==> src/rtl/gpio_debounce.sv <==
// gpio_debounce: per-bit two-flop synchroniser followed by a hold-off
// debouncer. A level change on a pin is accepted only after the
// synchronised value has disagreed with the debounced level for H+1
// consecutive samples. Accepted changes produce registered rise/fall
// pulses and a combined change strobe.

// One input bit: synchroniser, hold-off counter, debounced level and
// edge pulses. o_event_nxt exposes the "change accepted this edge" term so
// the top level can register a combined strobe coincident with the pulses.
module gpio_debounce_bit #(
   parameter int   CW   = 16,
   parameter logic INIT = 1'b0
) (
   input  logic          i_clk,
   input  logic          i_reset,
   input  logic          i_raw,
   input  logic [CW-1:0] i_holdoff,
   output logic          o_level,
   output logic          o_rise,
   output logic          o_fall,
   output logic          o_event_nxt
);

   logic          r_a;
   logic          r_s;
   logic          r_d;
   logic [CW-1:0] r_cnt;
   logic          r_rise;
   logic          r_fall;

   logic          w_diff;
   logic          w_expire;

   // The count is compared with >= so that lowering H below a running
   // count expires the bit on the very next edge. Because an expiry clears
   // the count, it never exceeds H and therefore cannot wrap, even when H
   // is all-ones.
   assign w_diff   = r_s ^ r_d;
   assign w_expire = w_diff && (r_cnt >= i_holdoff);

   // Synchroniser, hold-off counter, debounced level and edge pulses.
   always_ff @(posedge i_clk) begin
      if (i_reset) begin
         r_a    <= INIT;
         r_s    <= INIT;
         r_d    <= INIT;
         r_cnt  <= '0;
         r_rise <= 1'b0;
         r_fall <= 1'b0;
      end else begin
         r_a    <= i_raw;
         r_s    <= r_a;
         r_rise <= w_expire &  r_s;
         r_fall <= w_expire & ~r_s;
         if (!w_diff) begin
            r_cnt <= '0;
         end else if (w_expire) begin
            r_d   <= r_s;
            r_cnt <= '0;
         end else begin
            r_cnt <= r_cnt + {{(CW-1){1'b0}}, 1'b1};
         end
      end
   end

   assign o_level     = r_d;
   assign o_rise      = r_rise;
   assign o_fall      = r_fall;
   assign o_event_nxt = w_expire;

endmodule

// Top level: an array of independent per-bit conditioners plus one
// registered OR strobe that is high whenever any bit rises or falls.
module gpio_debounce #(
   parameter int             NIN     = 16,
   parameter int             CW      = 16,
   parameter logic [NIN-1:0] INITIAL = {NIN{1'b0}}
) (
   input  logic           i_clk,
   input  logic           i_reset,
   input  logic [NIN-1:0] i_gpio_raw,
   input  logic [CW-1:0]  i_holdoff,
   output logic [NIN-1:0] o_gpio,
   output logic [NIN-1:0] o_rise,
   output logic [NIN-1:0] o_fall,
   output logic           o_changed
);

   logic [NIN-1:0] w_level;
   logic [NIN-1:0] w_rise;
   logic [NIN-1:0] w_fall;
   logic [NIN-1:0] w_event_nxt;
   logic           r_changed;

   for (genvar k = 0; k < NIN; k++) begin : g_bit
      gpio_debounce_bit #(
         .CW   (CW),
         .INIT (INITIAL[k])
      ) u_bit (
         .i_clk       (i_clk),
         .i_reset     (i_reset),
         .i_raw       (i_gpio_raw[k]),
         .i_holdoff   (i_holdoff),
         .o_level     (w_level[k]),
         .o_rise      (w_rise[k]),
         .o_fall      (w_fall[k]),
         .o_event_nxt (w_event_nxt[k])
      );
   end

   // Combined strobe, registered from the same terms as the per-bit pulses
   // so it lines up with them; simultaneous changes give a single pulse.
   always_ff @(posedge i_clk) begin
      if (i_reset) r_changed <= 1'b0;
      else         r_changed <= |w_event_nxt;
   end

   assign o_gpio    = w_level;
   assign o_rise    = w_rise;
   assign o_fall    = w_fall;
   assign o_changed = r_changed;

endmodule

==> config.mk <==
export PLATFORM = sky130hd
export DESIGN_NAME = gpio_debounce
export DESIGN_NICKNAME = d
export VERILOG_FILES = /design/src/rtl/gpio_debounce.sv
export SDC_FILE = /design/constraint.sdc
export NUM_CORES = 1
export LEC_CHECK = 0
export CAP_MARGIN = 15
export CORE_ASPECT_RATIO = 0.6
export CORE_MARGIN = 4
export CORE_UTILIZATION = 50
export CTS_BUF_LIST = sky130_fd_sc_hd__clkbuf_16
export DETAILED_ROUTE_END_ITERATION = 10
export GPL_TIMING_DRIVEN = 0
export PLACE_DENSITY = 0.66
export RECOVER_POWER = 50
export SETUP_SLACK_MARGIN = 0.5
export SLEW_MARGIN = 20
export SYNTH_ARGS = -nofsm -noshare
export SYNTH_HDL_FRONTEND = slang
export SYNTH_SLANG_ARGS = --single-unit
==> constraint.sdc <==
create_clock -name i_clk -period 7.15 [get_ports i_clk]
set_input_delay 1.43 -clock i_clk [delete_from_list [all_inputs] [get_ports i_clk]]
set_output_delay 1.43 -clock i_clk [all_outputs]
set_load 0.01 [all_outputs]
==> results of run 1 <==
## per-layer routing
metal	vias up	global-route usage (%)
met5	-	0.694
met4	2	6.17
met3	88	3.59
met2	314	35.2
met1	6855	32.9
li1	7426	-
## flip-flops by register name (all words and copies together), names as in the netlist
signal and count:
g_bit.u_bit.o_rise 16, g_bit.u_bit.o_level 16, g_bit.u_bit.o_fall 16, o_changed 1, g_bit.u_bit.r_s 16, g_bit.u_bit.r_a 16
g_bit.u_bit.r_cnt 256
## area by class of cell
type	count	area share [%]
plain buffers	88	2.79
well taps	513	2.96
flip-flops and latches	337	31.1
multi-input cells	1593	53.0
clock inverters	27	1.26
repair buffers	82	3.76
inverters	64	1.11
clock buffers	35	4.04
## layout by cell type, fill, tap and decap left out, drive strengths merged, types with 40 or more instances in the layout
cell type / synthesis / routed
nor2b: 40 / 40
xor2: 139 / 139
xnor2: 98 / 98
dlygate4sd3: 0 / 54
ha: 272 / 272
nand4: 49 / 49
nand3: 115 / 115
o21ai: 46 / 46
inv: 64 / 69
clkbuf: 21 / 61
and3: 54 / 54
a21oi: 81 / 81
buf: 67 / 63
nor2: 350 / 350
dfxtp: 337 / 337
nand2: 123 / 123
## where the power goes
group          internal [W]  switching (W)
sequential          0.00189     0.00000900
combinational     0.0000790       0.000141
clock               0.00108       0.000791
total               0.00305       0.000941
## worst paths after layout
| check | startpoint | end | slack [ns] | cells past startpoint |
|---|---|---|---|---|
| worst min register to register | g_bit[7].u_bit.r_a | g_bit[7].u_bit.r_s | 0.44 | 1 |
| worst min-delay path | g_bit[7].u_bit.r_a | g_bit[7].u_bit.r_s | 0.44 | 1 |
| worst max-delay path | i_holdoff[12] | g_bit[11].u_bit.r_cnt[12] | 2.33 | 12 |
| worst max register to register | g_bit[3].u_bit.r_cnt[0] | g_bit[3].u_bit.r_cnt[10] | 4.03 | 11 |
## through the flow
step | power, W | area (µm²) | hold WS, ns | utilization [%]
global placement | 0.00215 | 20600 | 0.420 | 54.6
CTS | 0.00403 | 21700 | 0.439 | 57.6
finish | 0.00399 | 21700 | 0.436 | 57.5
global route | 0.00413 | 21700 | 0.456 | 57.5
floorplan | 0.00207 | 19100 | 0.414 | -
detailed placement | 0.00216 | 20600 | 0.424 | 54.6
## synth_stat cells (all sizes together), types with 49 or more instances
cell   count  area share, %
nor2     350            8.2
dfxtp    337             35
ha       272             18
xor2     139            6.4
nand2    123            2.4
nand3    115            3.0
xnor2     98            4.5
a21oi     81            2.1
buf       67            2.9
inv       64            1.3
and3      54            1.8
nand4     49            1.6
## logic make-up after synthesis
group | Yosys count | share of synthesized area [%]
compound gates | 222 | 7.80
xor+xnor | 237 | 10.9
fa+ha+maj | 272 | 17.8
buf+inv | 152 | 4.52
flops | 337 | 35.3
mux | 16 | 0.838
simple gates | 846 | 22.9
## worst register-to-register path, stage by stage (launching register included)
cell	delay, ns
sky130_fd_sc_hd__dfxtp_1	0.45
sky130_fd_sc_hd__inv_1	0.07
sky130_fd_sc_hd__ha_1	0.27
sky130_fd_sc_hd__nand2b_4	0.15
sky130_fd_sc_hd__a2111oi_4	0.34
sky130_fd_sc_hd__o21ai_0	0.19
sky130_fd_sc_hd__a31oi_1	0.18
sky130_fd_sc_hd__o21ai_0	0.34
sky130_fd_sc_hd__or3b_1	0.50
sky130_fd_sc_hd__clkbuf_1	0.25
sky130_fd_sc_hd__buf_12	0.23
sky130_fd_sc_hd__nor2_4	0.10
==> results.txt, run 1 <==
----------------------------------------------------
[Status]
  Status ... complete, no violations

[Logic synthesis]
  Number of nets in the synthesized netlist ... ~2400
  Library cells used by synthesis ... 63
  Count of synthesis-stage warnings from yosys ... 0
  Post-synthesis sequential area ratio ... roughly a third
  Number of enable flip-flop cells after synthesis ... 0
  Synthesized instance count ... between 2000 and 2500
  Top FF cell, synth ... sky130_fd_sc_hd__dfxtp_1
  Post-Synthesis Cell Area ... between 15000 and 20000 µm²
  Synthesis-stage register bit count ... between 300 and 400
  Post-synthesis average cell area ... ~9.2 µm²
  Synth async-reset ratio ... 0%

[Timing]
  Final period util ... 67.4%
  Worst slew margin relative to its limit ... 20.9%
  RSZ-0062 raised after global routing ... no
  Setup-failing EPs final ... 0
  Setup TNS ... 0 ns
  Setup clock skew after layout ... ~0.022 ns
  PnR worst setup slack ... roughly 2.3 ns
  Worst-Margin Slew ... between 1 and 1.5 ns
  Max Transition Viols Final ... 0
  Final critical delay including setup and external delays ... between 4 and 5 ns
  Maximum operating frequency ... 207 MHz
  Number of hold-slack violations in the final timing report ... 0

[Route]
  Number of DRC markers in iteration 0 ... a little under 900
  Post-route met1 wirelength ... 23.2 mm
  Wire length on met2 ... ~21 mm
  Routed wirelength normalized by instance count ... between 15 and 20 µm
  Vias per inst ... approximately 5.4
  Residual DRC ... 0
  Iteration count of the initial detailed-routing pass ... 5
  Total wire length ... 47.7 mm
  Top routing layer in use ... met5
  Final ANT Viol Nets ... 0
  Total via count in the routed design ... ~15000
  Detailed route wirelength on metal3 ... about 2.6 mm

[Layout]
  Register area ... about 6700 µm²
  Layout cells sized above 1 ... 7.95%
  NumNets Final ... between 2000 and 3000
  Number of cells in the finished layout apart from fillers ... 2739
  Layout Area Growth over Synthesis ... 13.5%
  Number of fill cells ... approximately 3400
  Multi-input logic area ... roughly 11000 µm²
  Count of antenna diodes in the layout ... 0

[Place]
  Cell count after placement ... 2677
  Number of buffers added on ports ... 82
  Setup Slack @ Placement ... approximately 1.9 ns
  DP Wirelength ... between 30 and 40 mm
  RePlAce Congestion ... 0.851

[Floorplan]
  Initial core utilization ... approximately half
  Core area ... ~38000 µm²
  Chip height ... around 160 µm
  Row cnt ... 55
  Floorplan die area ... slightly above 40000 µm²
  # IOs ... slightly above 80
  Horizontal die dimension ... around 260 µm

[CTS]
  Cell at the root of the clock tree ... sky130_fd_sc_hd__clkbuf_16
  Maximum count of clock buffers along a single path ... 3
  Clk slew on worst S/H paths ... about 0.060 ns
  Clock latency at the later pin of the worst-skew pair ... about 0.54 ns
  Number of cells upsized or downsized after cts ... 0
  Number of buffers inserted to repair setup after CTS ... 0
  Clock tree from TritonCTS ... done
  H-tree levels ... 2
  Hold-fix buffer count after cts ... 0
  Sinks on Clock Net ... 337
  Number of clock buffers inserted by TritonCTS ... 35

[Pwr]
  Leak Pwr ... between 8 and 9 nW
  Peak VDD IR ... between 0.0001 and 0.00015 V
  Power per unit of standard cell area ... 184 nW/µm²

[Global routing]
  Maximum number of pins on one net before global-route repair ... 17
  Number of antenna violations at the first check in global routing ... 1
  Number of global-route vias before repair ... 14200
  Wire length of the first global-routing pass ... around 76 mm
  Global route overflow ... 0
  GRT Util Overall ... between 20% and 30%

[Critical path]
  Cell at the slowest stage of the critical path ... sky130_fd_sc_hd__inv_1
  Number of buffer and inverter instances along the worst setup path ... 4
  Critical path data required time ... 7.62 ns
  Peak fanout along the critical path ... 16
  Kind of cell adding the most delay to the critical path ... buffers and inverters
  Category of the worst setup path capture point ... flip-flop
  Cell Chain, Critical Path ... dlygate4sd3_1 -> inv_1 -> ha_1 -> nand4_1 -> nor3_1 -> a221o_1 -> a31oi_1 -> o21ai_0 -> or3b_1 -> buf_6 -> buf_12 -> nor2_4
  Critical Setup Path Class ... input port to flip-flop
  Arrival time of the worst setup path ... between 5 and 6 ns
  Type of element launching the critical path ... input port
  Worst stage delay on the critical path ... about 0.85 ns

[Flow run]
  Reported max-cap violation count ... 0

[Min path]
  Worst Hold Class ... flip-flop to flip-flop

----------------------------------------------------
No activity file was read; power rests on OpenSTA's default activity.
==> inputs of run 2 (changes only) <==
--- a/config.mk
+++ b/config.mk
@@ -12,7 +12,7 @@
 export CTS_BUF_LIST = sky130_fd_sc_hd__clkbuf_16
 export DETAILED_ROUTE_END_ITERATION = 10
 export GPL_TIMING_DRIVEN = 0
-export PLACE_DENSITY = 0.66
+export PLACE_DENSITY = 0.68
 export RECOVER_POWER = 50
 export SETUP_SLACK_MARGIN = 0.5
 export SLEW_MARGIN = 20
==> constraint.sdc (replaced) <==
create_clock -name i_clk -period 3.98 [get_ports i_clk]
set_input_delay 0.796 -clock i_clk [delete_from_list [all_inputs] [get_ports i_clk]]
set_output_delay 0.796 -clock i_clk [all_outputs]
set_load 0.01 [all_outputs]
==> run 2 against run 1 <==
Clock skew shrank 0.0094 ns. Global-route usage up 0.37 points. Via count rose by 2.6%. Flip-flop and latch count unchanged. Critical path type unchanged. Clock power up 74%. Register-to-register slack got worse by 2.9 ns. First-iteration DRC count grew 22%. Worst hold slack lost 0.0080 ns. Design area rose by 1.8%. Largest cell class unchanged. Count of clock-buffer cells in the layout rose by 2. Final cell count increased by 1.2%.
==> results.txt, run 2 (synthesis results as in run 1) <==
----------------------------------------------------
[Status]
  Status ... complete, no violations

[Timing]
  Worst slew margin relative to its limit ... 34.0%
  Max Transition Viols Final ... 0
  Setup clock skew after layout ... approximately 0.013 ns
  PnR worst setup slack ... around 0.37 ns
  Number of hold-slack violations in the final timing report ... 0
  Final critical delay including setup and external delays ... 3.61 ns
  Maximum operating frequency ... 277 MHz
  Final period util ... 90.6%
  RSZ-0062 raised after global routing ... no
  Worst-Margin Slew ... about 0.98 ns
  Setup-failing EPs final ... 0

[Route]
  Total wire length ... ~49 mm
  Number of DRC markers in iteration 0 ... roughly 1100
  Final ANT Viol Nets ... 0
  Routed wirelength normalized by instance count ... roughly 18 µm
  Iteration count of the initial detailed-routing pass ... 5
  Vias per inst ... 5.43
  Total via count in the routed design ... 15100
  Residual DRC ... 0

[Global routing]
  Wire length of the first global-routing pass ... between 70 and 80 mm
  Number of global-route vias before repair ... between 10000 and 15000
  Number of antenna violations at the first check in global routing ... 0
  GRT Util Overall ... 23.1%
  Maximum number of pins on one net before global-route repair ... 17
  Global route overflow ... 0

[Critical path]
  Depth of the worst register-to-register path ... 11
  Peak fanout along the critical path ... 10
  Critical Setup Path Class ... input port to flip-flop
  Critical path data required time ... approximately 4.5 ns
  Type of element launching the critical path ... input port
  Arrival time of the worst setup path ... between 4 and 5 ns
  Category of the worst setup path capture point ... flip-flop

[Flow run]
  Reported max-cap violation count ... 0

[Place]
  Post-placement cell area ... between 20000 and 25000 µm²
  Setup Slack @ Placement ... -0.589 ns
  DP Wirelength ... about 34 mm
  Number of buffers added on ports ... a little over 80
  RePlAce Congestion ... approximately 0.84

[Floorplan]
  Floorplan die area ... 41500 µm²
  # IOs ... 83
  Horizontal die dimension ... 260 µm
  Initial core utilization ... 50.7%
  Chip height ... about 160 µm
  Row cnt ... 55
  Core area ... 37700 µm²

[CTS]
  Maximum count of clock buffers along a single path ... 3
  Clock latency at the later pin of the worst-skew pair ... between 0.5 and 0.6 ns
  Clk slew on worst S/H paths ... 0.06 ns
  Clock tree from TritonCTS ... done
  Cell at the root of the clock tree ... sky130_fd_sc_hd__clkbuf_16
  Sinks on Clock Net ... approximately 340
  H-tree levels ... 2
  Number of clock buffers inserted by TritonCTS ... 35

[Pwr]
  Sequential group share of total power ... between 40% and 50%
  Leak Pwr ... 9.04 nW
  Combinational cell fraction of total power ... ~6.3%
  Power per unit of standard cell area ... roughly 320 nW/µm²
  Net switching component of the power ... between 0.0015 and 0.002 W
  Peak VDD IR ... around 0.00028 V
  Switching part of the total power ... about a quarter
  Design internal power ... between 0.005 and 0.006 W
  Clock network fraction of total power ... between 40% and 50%

[Layout]
  Most common library cell in the layout ignoring fill and taps ... sky130_fd_sc_hd__dfxtp_1
  NumNets Final ... 2539
  Number of fill cells ... about 3400
  Most used cells in the layout excluding fill and tap cells ... 337 x sky130_fd_sc_hd__dfxtp_1, 310 x sky130_fd_sc_hd__nor2_1, 272 x sky130_fd_sc_hd__ha_1, 139 x sky130_fd_sc_hd__xor2_1, 123 x sky130_fd_sc_hd__nand2_1
  Count of antenna diodes in the layout ... 0
  Biggest register ... g_bit.u_bit.r_cnt
  Layout cells sized above 1 ... 9.74%
  Max reg flops ... approximately 260
  Layout Area Growth over Synthesis ... 15.5%
  Final standard cell area without fillers ... 22100 µm²

[Min path]
  Worst hold path stage count ... 1
  Worst Hold Class ... flip-flop to flip-flop

----------------------------------------------------
-- run 2: cell types whose count changed in the layout (fill, tap and decap cells not counted), sizes merged --
cell	change
buf	+29
inv	-8
clkbuf	+5
clkinvlp	+5
clkinv	+3
bufinv	-2
clkdlybuf4s50	+1
dlygate4sd3	-1
-- run 2: path summary, 6_finish.rpt --
check / startpoint / to / slack [ns]
worst min-delay path: g_bit[10].u_bit.r_a / g_bit[10].u_bit.r_s / 0.43
worst min register to register: g_bit[10].u_bit.r_a / g_bit[10].u_bit.r_s / 0.43
worst max register to register: g_bit[3].u_bit.r_cnt[0] / g_bit[3].u_bit.r_cnt[11] / 1.18
worst max-delay path: i_holdoff[11] / g_bit[5].u_bit.r_cnt[12] / 0.37
-- run 2: power by group through the flow --
stage	clock network (W)	logic, W	registers [W]
finish	0.00326	0.000447	0.00341
global route	0.00347	0.000488	0.00341
CTS	0.00333	0.000448	0.00341
detailed placement	0	0.000400	0.00348
global placement	0	0.000382	0.00348
floorplan	0	0.000235	0.00348
-- run 2: layout make-up --
cell class / count / area [µm²] / area share [%]
repair buffers: 114 / 1160 / 5.24
clock buffers: 37 / 926 / 4.19
well taps: 513 / 642 / 2.91
clock inverters: 25 / 185 / 0.838
inverters: 64 / 285 / 1.29
flip-flops and latches: 337 / 6750 / 30.5
multi-input cells: 1593 / 11500 / 52.2
plain buffers: 88 / 613 / 2.78
-- run 2: routing by layer --
metal	share of wire [%]	wire length, µm	global-route usage, %	vias up
met5	0	0	0	-
met4	2.2	1090	5.58	0
met1	49	23900	34.1	7145
met3	5.2	2540	3.15	82
li1	-	-	-	7488
met2	43	21000	35.8	345
-- run 2: timing repair --
item | CTS | global route
pin swaps | 0 | 1
buffers inserted | 30 | 2
endpoints found under the hold margin | 0 | 0
endpoints found under the setup margin | 236 | 100
hold buffers | 0 | 0
gates resized for setup | 16 | 24
-- run 2: worst max-delay path: stages --
cell	delay, ns
sky130_fd_sc_hd__dlygate4sd3_1	0.57
sky130_fd_sc_hd__clkinvlp_4	0.22
sky130_fd_sc_hd__buf_12	0.22
sky130_fd_sc_hd__clkbuf_1	0.15
sky130_fd_sc_hd__ha_1	0.35
sky130_fd_sc_hd__nand4_1	0.09
sky130_fd_sc_hd__nor2_1	0.06
sky130_fd_sc_hd__a221o_1	0.34
sky130_fd_sc_hd__a31oi_1	0.17
sky130_fd_sc_hd__o21ai_2	0.15
sky130_fd_sc_hd__or3b_1	0.37
sky130_fd_sc_hd__clkbuf_1	0.24
sky130_fd_sc_hd__buf_12	0.24
sky130_fd_sc_hd__nor2_4	0.10
-- run 2: through the flow --
stage	utilization, %	power (W)	instances	setup TNS, ns	hold slack, ns
final	58.6	0.00711	2771	0	0.428
after global placement	54.6	0.00386	2677	-94.90	0.417
after global routing	58.6	0.00737	2771	0	0.446
after CTS	58.6	0.00718	2769	0	0.437
after detailed placement	54.6	0.00388	2677	-62.17	0.422
after floorplan	-	0.00371	2082	0	0.414
